## config.mk

```make
export PLATFORM = sky130hd
export DESIGN_NAME = biquad_mac_sched
export DESIGN_NICKNAME = d
export VERILOG_FILES = /design/src/rtl/biquad_mac_sched.sv
export SDC_FILE = /design/constraint.sdc
export NUM_CORES = 2
export LEC_CHECK = 0
export ABC_AREA = 0
export CORE_ASPECT_RATIO = 1.4
export CORE_MARGIN = 2
export CORE_UTILIZATION = 55
export CTS_BUF_LIST = sky130_fd_sc_hd__clkbuf_4 sky130_fd_sc_hd__clkbuf_8
export DETAILED_ROUTE_END_ITERATION = 7
export MAX_ROUTING_LAYER = met4
export PLACE_DENSITY = 0.75
export SLEW_MARGIN = 20
export SYNTH_ARGS = -nofsm -noshare
export SYNTH_HDL_FRONTEND = slang
export SYNTH_SLANG_ARGS = --single-unit
```

## constraint.sdc

```tcl
create_clock -name clk -period 28.1 [get_ports clk]
set_clock_uncertainty 0.05 [all_clocks]
set_input_delay 5.62 -clock clk [delete_from_list [all_inputs] [get_ports clk]]
set_output_delay 5.62 -clock clk [all_outputs]
set_load 0.005 [all_outputs]
```

## src/rtl/biquad_mac_sched.sv

```systemverilog
// biquad_mac_sched
//   Time-multiplexed scheduler for a two-section cascaded biquad bandpass.
//   Runs on the fast system clock. Each accepted PCM sample goes through both
//   sections using one shared 16x16 signed multiplier and one accumulator.
//   Coefficients are snapshotted when a sample is accepted, so port changes
//   never tear an in-flight computation.
//
// Ports:
//   clk, rst            system clock, synchronous active-high reset
//   pcm_valid, d_in     one-cycle sample strobe and signed 16-bit sample
//   B*_0 / A*_0         section 0 coefficients, signed Q2.14
//   B*_1 / A*_1         section 1 coefficients, signed Q2.14
//   clear_state         zeros all delay lines (only acted on when idle)
//   busy                high while a sample is in flight
//   out_valid, d_out    one-cycle result strobe and held filtered sample
//   sat                 sticky: a section output was clipped
//   overrun             sticky: pcm_valid arrived while busy (sample dropped)
module biquad_mac_sched #(
    parameter int ACC_W = 36,
    parameter int FRAC  = 14
) (
    input  logic        clk,
    input  logic        rst,
    input  logic        pcm_valid,
    input  logic [15:0] d_in,
    input  logic [15:0] B0_0,
    input  logic [15:0] B1_0,
    input  logic [15:0] B2_0,
    input  logic [15:0] A1_0,
    input  logic [15:0] A2_0,
    input  logic [15:0] B0_1,
    input  logic [15:0] B1_1,
    input  logic [15:0] B2_1,
    input  logic [15:0] A1_1,
    input  logic [15:0] A2_1,
    input  logic        clear_state,
    output logic        busy,
    output logic        out_valid,
    output logic [15:0] d_out,
    output logic        sat,
    output logic        overrun
);

    typedef enum logic [2:0] {
        IDLE,
        MAC0,
        WB0,
        MAC1,
        WB1
    } state_t;

    state_t state, state_nx;

    logic [2:0]              tap;
    logic signed [ACC_W-1:0] acc;
    logic signed [15:0]      x_cur;

    // Coefficient snapshots, indexed by section.
    logic signed [15:0] sh_b0 [2];
    logic signed [15:0] sh_b1 [2];
    logic signed [15:0] sh_b2 [2];
    logic signed [15:0] sh_a1 [2];
    logic signed [15:0] sh_a2 [2];

    // Delay lines, indexed by section.
    logic signed [15:0] x1 [2];
    logic signed [15:0] x2 [2];
    logic signed [15:0] y1 [2];
    logic signed [15:0] y2 [2];

    logic                    sec;
    logic signed [15:0]      mul_a;
    logic signed [15:0]      mul_b;
    logic signed [31:0]      prod;
    logic signed [ACC_W-1:0] prod_ext;
    logic signed [ACC_W-1:0] acc_nx;
    logic signed [ACC_W-1:0] acc_sh;
    logic signed [15:0]      y_sat;
    logic                    clip;

    // ---------------- FSM ----------------
    always_ff @(posedge clk) begin
        if (rst) begin
            state <= IDLE;
        end else begin
            state <= state_nx;
        end
    end

    always_comb begin
        state_nx = state;
        busy     = 1'b1;
        sec      = 1'b0;
        unique case (state)
            IDLE: begin
                busy = 1'b0;
                if (pcm_valid) begin
                    state_nx = MAC0;
                end
            end
            MAC0: begin
                if (tap == 3'd4) begin
                    state_nx = WB0;
                end
            end
            WB0: begin
                state_nx = MAC1;
            end
            MAC1: begin
                sec = 1'b1;
                if (tap == 3'd4) begin
                    state_nx = WB1;
                end
            end
            WB1: begin
                sec      = 1'b1;
                state_nx = IDLE;
            end
            default: begin
                state_nx = IDLE;
            end
        endcase
    end

    // ---------------- shared multiplier ----------------
    always_comb begin
        mul_a = '0;
        mul_b = '0;
        unique case (tap)
            3'd0: begin
                mul_a = sh_b0[sec];
                mul_b = x_cur;
            end
            3'd1: begin
                mul_a = sh_b1[sec];
                mul_b = x1[sec];
            end
            3'd2: begin
                mul_a = sh_b2[sec];
                mul_b = x2[sec];
            end
            3'd3: begin
                mul_a = sh_a1[sec];
                mul_b = y1[sec];
            end
            default: begin
                mul_a = sh_a2[sec];
                mul_b = y2[sec];
            end
        endcase
    end

    assign prod     = mul_a * mul_b;
    assign prod_ext = {{(ACC_W-32){prod[31]}}, prod};
    // Feedback taps (a1, a2) are subtracted.
    assign acc_nx   = (tap >= 3'd3) ? (acc - prod_ext) : (acc + prod_ext);

    // ---------------- write-back: floor shift and clip ----------------
    assign acc_sh = acc >>> FRAC;

    // In range exactly when every bit from 15 up matches the sign.
    always_comb begin
        clip  = 1'b0;
        y_sat = acc_sh[15:0];
        if (!((&acc_sh[ACC_W-1:15]) || !(|acc_sh[ACC_W-1:15]))) begin
            clip  = 1'b1;
            y_sat = acc_sh[ACC_W-1] ? 16'sh8000 : 16'sh7FFF;
        end
    end

    // ---------------- datapath ----------------
    always_ff @(posedge clk) begin
        if (rst) begin
            tap       <= '0;
            acc       <= '0;
            x_cur     <= '0;
            sh_b0     <= '{default: '0};
            sh_b1     <= '{default: '0};
            sh_b2     <= '{default: '0};
            sh_a1     <= '{default: '0};
            sh_a2     <= '{default: '0};
            x1        <= '{default: '0};
            x2        <= '{default: '0};
            y1        <= '{default: '0};
            y2        <= '{default: '0};
            out_valid <= 1'b0;
            d_out     <= '0;
            sat       <= 1'b0;
            overrun   <= 1'b0;
        end else begin
            out_valid <= 1'b0;
            if (pcm_valid && (state != IDLE)) begin
                overrun <= 1'b1;
            end
            unique case (state)
                IDLE: begin
                    tap <= '0;
                    if (pcm_valid) begin
                        x_cur    <= d_in;
                        acc      <= '0;
                        sh_b0[0] <= B0_0;
                        sh_b1[0] <= B1_0;
                        sh_b2[0] <= B2_0;
                        sh_a1[0] <= A1_0;
                        sh_a2[0] <= A2_0;
                        sh_b0[1] <= B0_1;
                        sh_b1[1] <= B1_1;
                        sh_b2[1] <= B2_1;
                        sh_a1[1] <= A1_1;
                        sh_a2[1] <= A2_1;
                    end else if (clear_state) begin
                        x1 <= '{default: '0};
                        x2 <= '{default: '0};
                        y1 <= '{default: '0};
                        y2 <= '{default: '0};
                    end
                end
                MAC0, MAC1: begin
                    acc <= acc_nx;
                    tap <= (tap == 3'd4) ? 3'd0 : tap + 3'd1;
                end
                WB0, WB1: begin
                    tap     <= '0;
                    acc     <= '0;
                    x2[sec] <= x1[sec];
                    x1[sec] <= x_cur;
                    y2[sec] <= y1[sec];
                    y1[sec] <= y_sat;
                    if (clip) begin
                        sat <= 1'b1;
                    end
                    if (state == WB0) begin
                        // Section 0 output becomes section 1 input.
                        x_cur <= y_sat;
                    end else begin
                        d_out     <= y_sat;
                        out_valid <= 1'b1;
                    end
                end
                default: begin
                    tap <= '0;
                end
            endcase
        end
    end

endmodule

```

==> key figures <==
Cells and area
  • Layout Cells excl Fill: 4226
  • Nets: 4108
  • Fillers: 4392
  • Layout area overhead: 13.3%
  • Fin area: 31300 um^2
  • Multi-input logic area: 18500 um^2
  • Reg area: 7310 um^2
  • Share of layout cells above drive strength 1: 5.72%

Worst setup path
  • WP data arrival: 13.75 ns
  • Worst Path Buf+Inv: 7
  • CP Data Required Time: 28.64 ns
  • Startpoint Class: register
  • CP max stage delay: 0.88 ns
  • Cell depth of the worst flop-to-flop path: 43
  • R2R Path End: acc[35]$_SDFFE_PP0P_
  • Crit Path Category: reg -> reg
  • Critical path endpoint category: register
  • Slowest CP cell: nor3_1
  • Worst R2R Setup Slack: 14.88 ns
  • Critical Path Fanout Max: 65
  • Worst R2R Start: state[2]$_SDFFE_PP0P_
  • CP top delay family: simple AND/OR/NAND/NOR gates

Clocking
  • Setup Buffers After CTS: 0
  • CTS Sinks: 365
  • Clock latency on the worst-skew pair: 0.67 ns
  • CTS tree: yes
  • Clk slew on worst S/H paths: 0.06 ns
  • Post_cts resized: 0
  • Total CTS buffers: 57
  • Hold Buf Count CTS: 0
  • Root Buffer Master: clkbuf_8
  • Htree depth: 2
  • Deepest clock path buffer count: 3

Global route
  • Pin count of the biggest net entering global routing: 130
  • Tot GR Track Use: 33.6%
  • Vias in the first global route: 25310
  • First-pass GRT wire length: 135 mm
  • Initial antenna violation count: 1
  • Remaining Overflow, GRT: 0

Placed design
  • HPWL after DPL: 64.8 mm
  • GPL Wtd Cong: 0.957
  • Port Buffers: 199
  • Dpl cell area: 30100 um^2
  • Post-Place Cells: 4126

Synthesis
  • Most common cell in the synthesized netlist: nand2_1
  • Asr flop ratio synth: 0%
  • Cells taking the most area after synthesis: dfxtp_1 26%, fa_1 19%, nand2_1 8.2%
  • Synthesized Nets: 4015
  • Post-Synth Adder-Cell Area: 24.7%
  • Cell Area, Synth: 27600 um^2
  • XOR/XNOR share of the synthesized area: 2.76%
  • Sequential fraction of the synthesis area: 26.4%
  • Commonest cells in the netlist: 601 x nand2_1, 383 x nor2_1, 368 x a21oi_1
  • Primary FF master, synth: dfxtp_1
  • Syn Area/Cell: 8.01 um^2
  • Syn Inst Count: 3449
  • Mux share of post-synthesis cell area: 0.308%
  • Unique masters post-synth: 81
  • Top cell type's share of synthesized area: 26.4%
  • Yosys warns: 0
  • Cell taking the most area after synthesis: dfxtp_1
  • Post-Synth Simple-Gate Area: 19.5%
  • Largest family of logic cells by synthesized area: adder cells
  • Compound-Gate Fraction of Synth Area: 19.0%
  • EDFF count, synth: 0
  • Yosys reg bits: 365

Drt
  • Antenna Nets Post-Route: 0
  • Via density per instance: 5.93
  • Initial DRC count: 1895
  • Drt drc: 0
  • Pre-antenna DRT Iters: 6
  • DR WL/cell: 20.4 um
  • Total number of vias: 25043
  • Routed Wire Length: 86.4 mm

Hold path
  • Worst hold path class: reg -> reg
  • HP Start: sh_b0[26]$_SDFFE_PP0P_
  • WHS Endpoint: sh_b0[26]$_SDFFE_PP0P_
  • Worst Hold Path Cells: 2

STA
  • Setup-failing EPs final: 0
  • Max Slew Vio Count: 0
  • Min Hold Slack: 0.404 ns
  • Final hold vios: 0
  • Minimum clock period after layout: 13.22 ns
  • Fin Setup TNS: 0 ns
  • Period utilisation layout: 47.0%
  • Slew HR: 22.6%
  • Max Freq: 75.7 MHz
  • Worst Max-Slew Pin Slew: 1.15 ns
  • RSZ-0062 raised after global routing: false

Die
  • Number of top-level pins: 200
  • Core Rows: 97
  • Die width: 193 um
  • Die area: 52100 um^2
  • Initial core utilization: 55.4%
  • DIE HEIGHT: 269 um
  • Core Region: 49900 um^2

Pwr
  • Peak supply drop: 0.0807 mV
  • Pleak: 13.5 nW
  • PwrDens: 73.7 nW/um^2

Status
  • Status: complete, no violations

Job
  • Max cap viols: 0
-- flip-flops by register name, indices dropped and copies added (netlist names), 3 cells and up --
register  count
acc          36
d_out        16
sh_a1        32
sh_a2        32
sh_b0        32
sh_b1        32
sh_b2        32
state         3
tap           3
x1           32
x2           32
x_cur        16
y1           32
y2           32
-- final cells by class --
type	instances	area share [%]
Antenna cell	1	0.00799
Clock buffer	89	3.57
Clock inverter	10	0.264
Inverter	322	3.86
Multi-Input combinational cell	2555	59.0
Sequential cell	365	23.3
Tap cell	643	2.57
Timing Repair Buffer	241	7.40
-- per-layer routing --
layer | global-route usage [%] | wire, um
met2 | 58.1 | 43500
met1 | 37.8 | 32400
met4 | 18.5 | 5340
met5 | - | 0
met3 | 4.00 | 5140
-- tightest hold or removal path: cells and delay by family, from the launching register on --
family	cells	cell delay, ns
and+or+nand+nor	1	0.05
DFF	1	0.30
AOI/OAI and AO/OA	1	0.05
-- cell families (layout without fill, tap and decap cells) --
group,after synthesis,after routing
flip-flops,365,365
other,0,1
AO/OA/AOI/OAI,816,816
AND/OR/NAND/NOR,1258,1258
adder cells (fa/ha/maj),386,386
multiplexers,8,8
XOR/XNOR,87,87
buffers and inverters,529,662
-- placed cells by master, fill, tap and decap left out, types with 12 or more instances in the layout --
| cell type | n |
|---|---|
| o21bai_1 | 14 |
| a21oi_1 | 368 |
| dfxtp_1 | 365 |
| nor3_1 | 49 |
| or3_1 | 17 |
| clkbuf_4 | 17 |
| nand2b_1 | 52 |
| xor2_1 | 32 |
| o21a_1 | 19 |
| fa_1 | 264 |
| nand2_1 | 600 |
| or2_2 | 12 |
| clkbuf_8 | 72 |
| a21o_1 | 47 |
| nor2b_1 | 25 |
| buf_4 | 41 |
| xnor2_1 | 55 |
| o21ai_0 | 43 |
| inv_1 | 322 |
| ha_1 | 121 |
| a31oi_1 | 17 |
| nand3_1 | 28 |
| a22oi_1 | 160 |
| clkdlybuf4s50_1 | 198 |
| and2_1 | 26 |
| a22o_1 | 59 |
| nor2_1 | 380 |
-- worst max path at each step --
stage / from / endpoint / slack (ns) / depth (start not counted)
2_1_floorplan: tap[0]$_SDFF_PP0_ / acc[35]$_SDFFE_PP0P_ / 17.22 / 47
4_1_cts: state[2]$_SDFFE_PP0P_ / acc[35]$_SDFFE_PP0P_ / 15.04 / 43
5_1_grt: state[2]$_SDFFE_PP0P_ / acc[35]$_SDFFE_PP0P_ / 14.33 / 43
3_3_place_gp: state[2]$_SDFFE_PP0P_ / acc[35]$_SDFFE_PP0P_ / 15.39 / 43
3_5_place_dp: state[2]$_SDFFE_PP0P_ / acc[35]$_SDFFE_PP0P_ / 15.05 / 43
6_report: state[2]$_SDFFE_PP0P_ / acc[35]$_SDFFE_PP0P_ / 14.88 / 43
-- stage by stage --
| stage | setup WS, ns | power, W | utilization [%] |
|---|---|---|---|
| after floorplan | 17.22 | 0.00146 | - |
| after global placement | 15.39 | 0.00179 | 60.3 |
| after detailed placement | 15.05 | 0.00182 | 60.3 |
| after CTS | 15.04 | 0.00229 | 62.7 |
| after global routing | 14.33 | 0.00245 | 62.8 |
| final | 14.88 | 0.00231 | 62.8 |
-- where the power goes --
| part | total, W | internal (W) | switching, W | leakage (nW) |
|---|---|---|---|---|
| Clock | 0.000472 | 0.000254 | 0.000219 | 0.638 |
| Combinational | 0.00125 | 0.000464 | 0.000790 | 9.87 |
| Sequential | 0.000581 | 0.000552 | 0.0000292 | 2.97 |
| Total | 0.00231 | 0.00127 | 0.00104 | 13.5 |
Note: power is estimated with default switching activity, not from simulation.
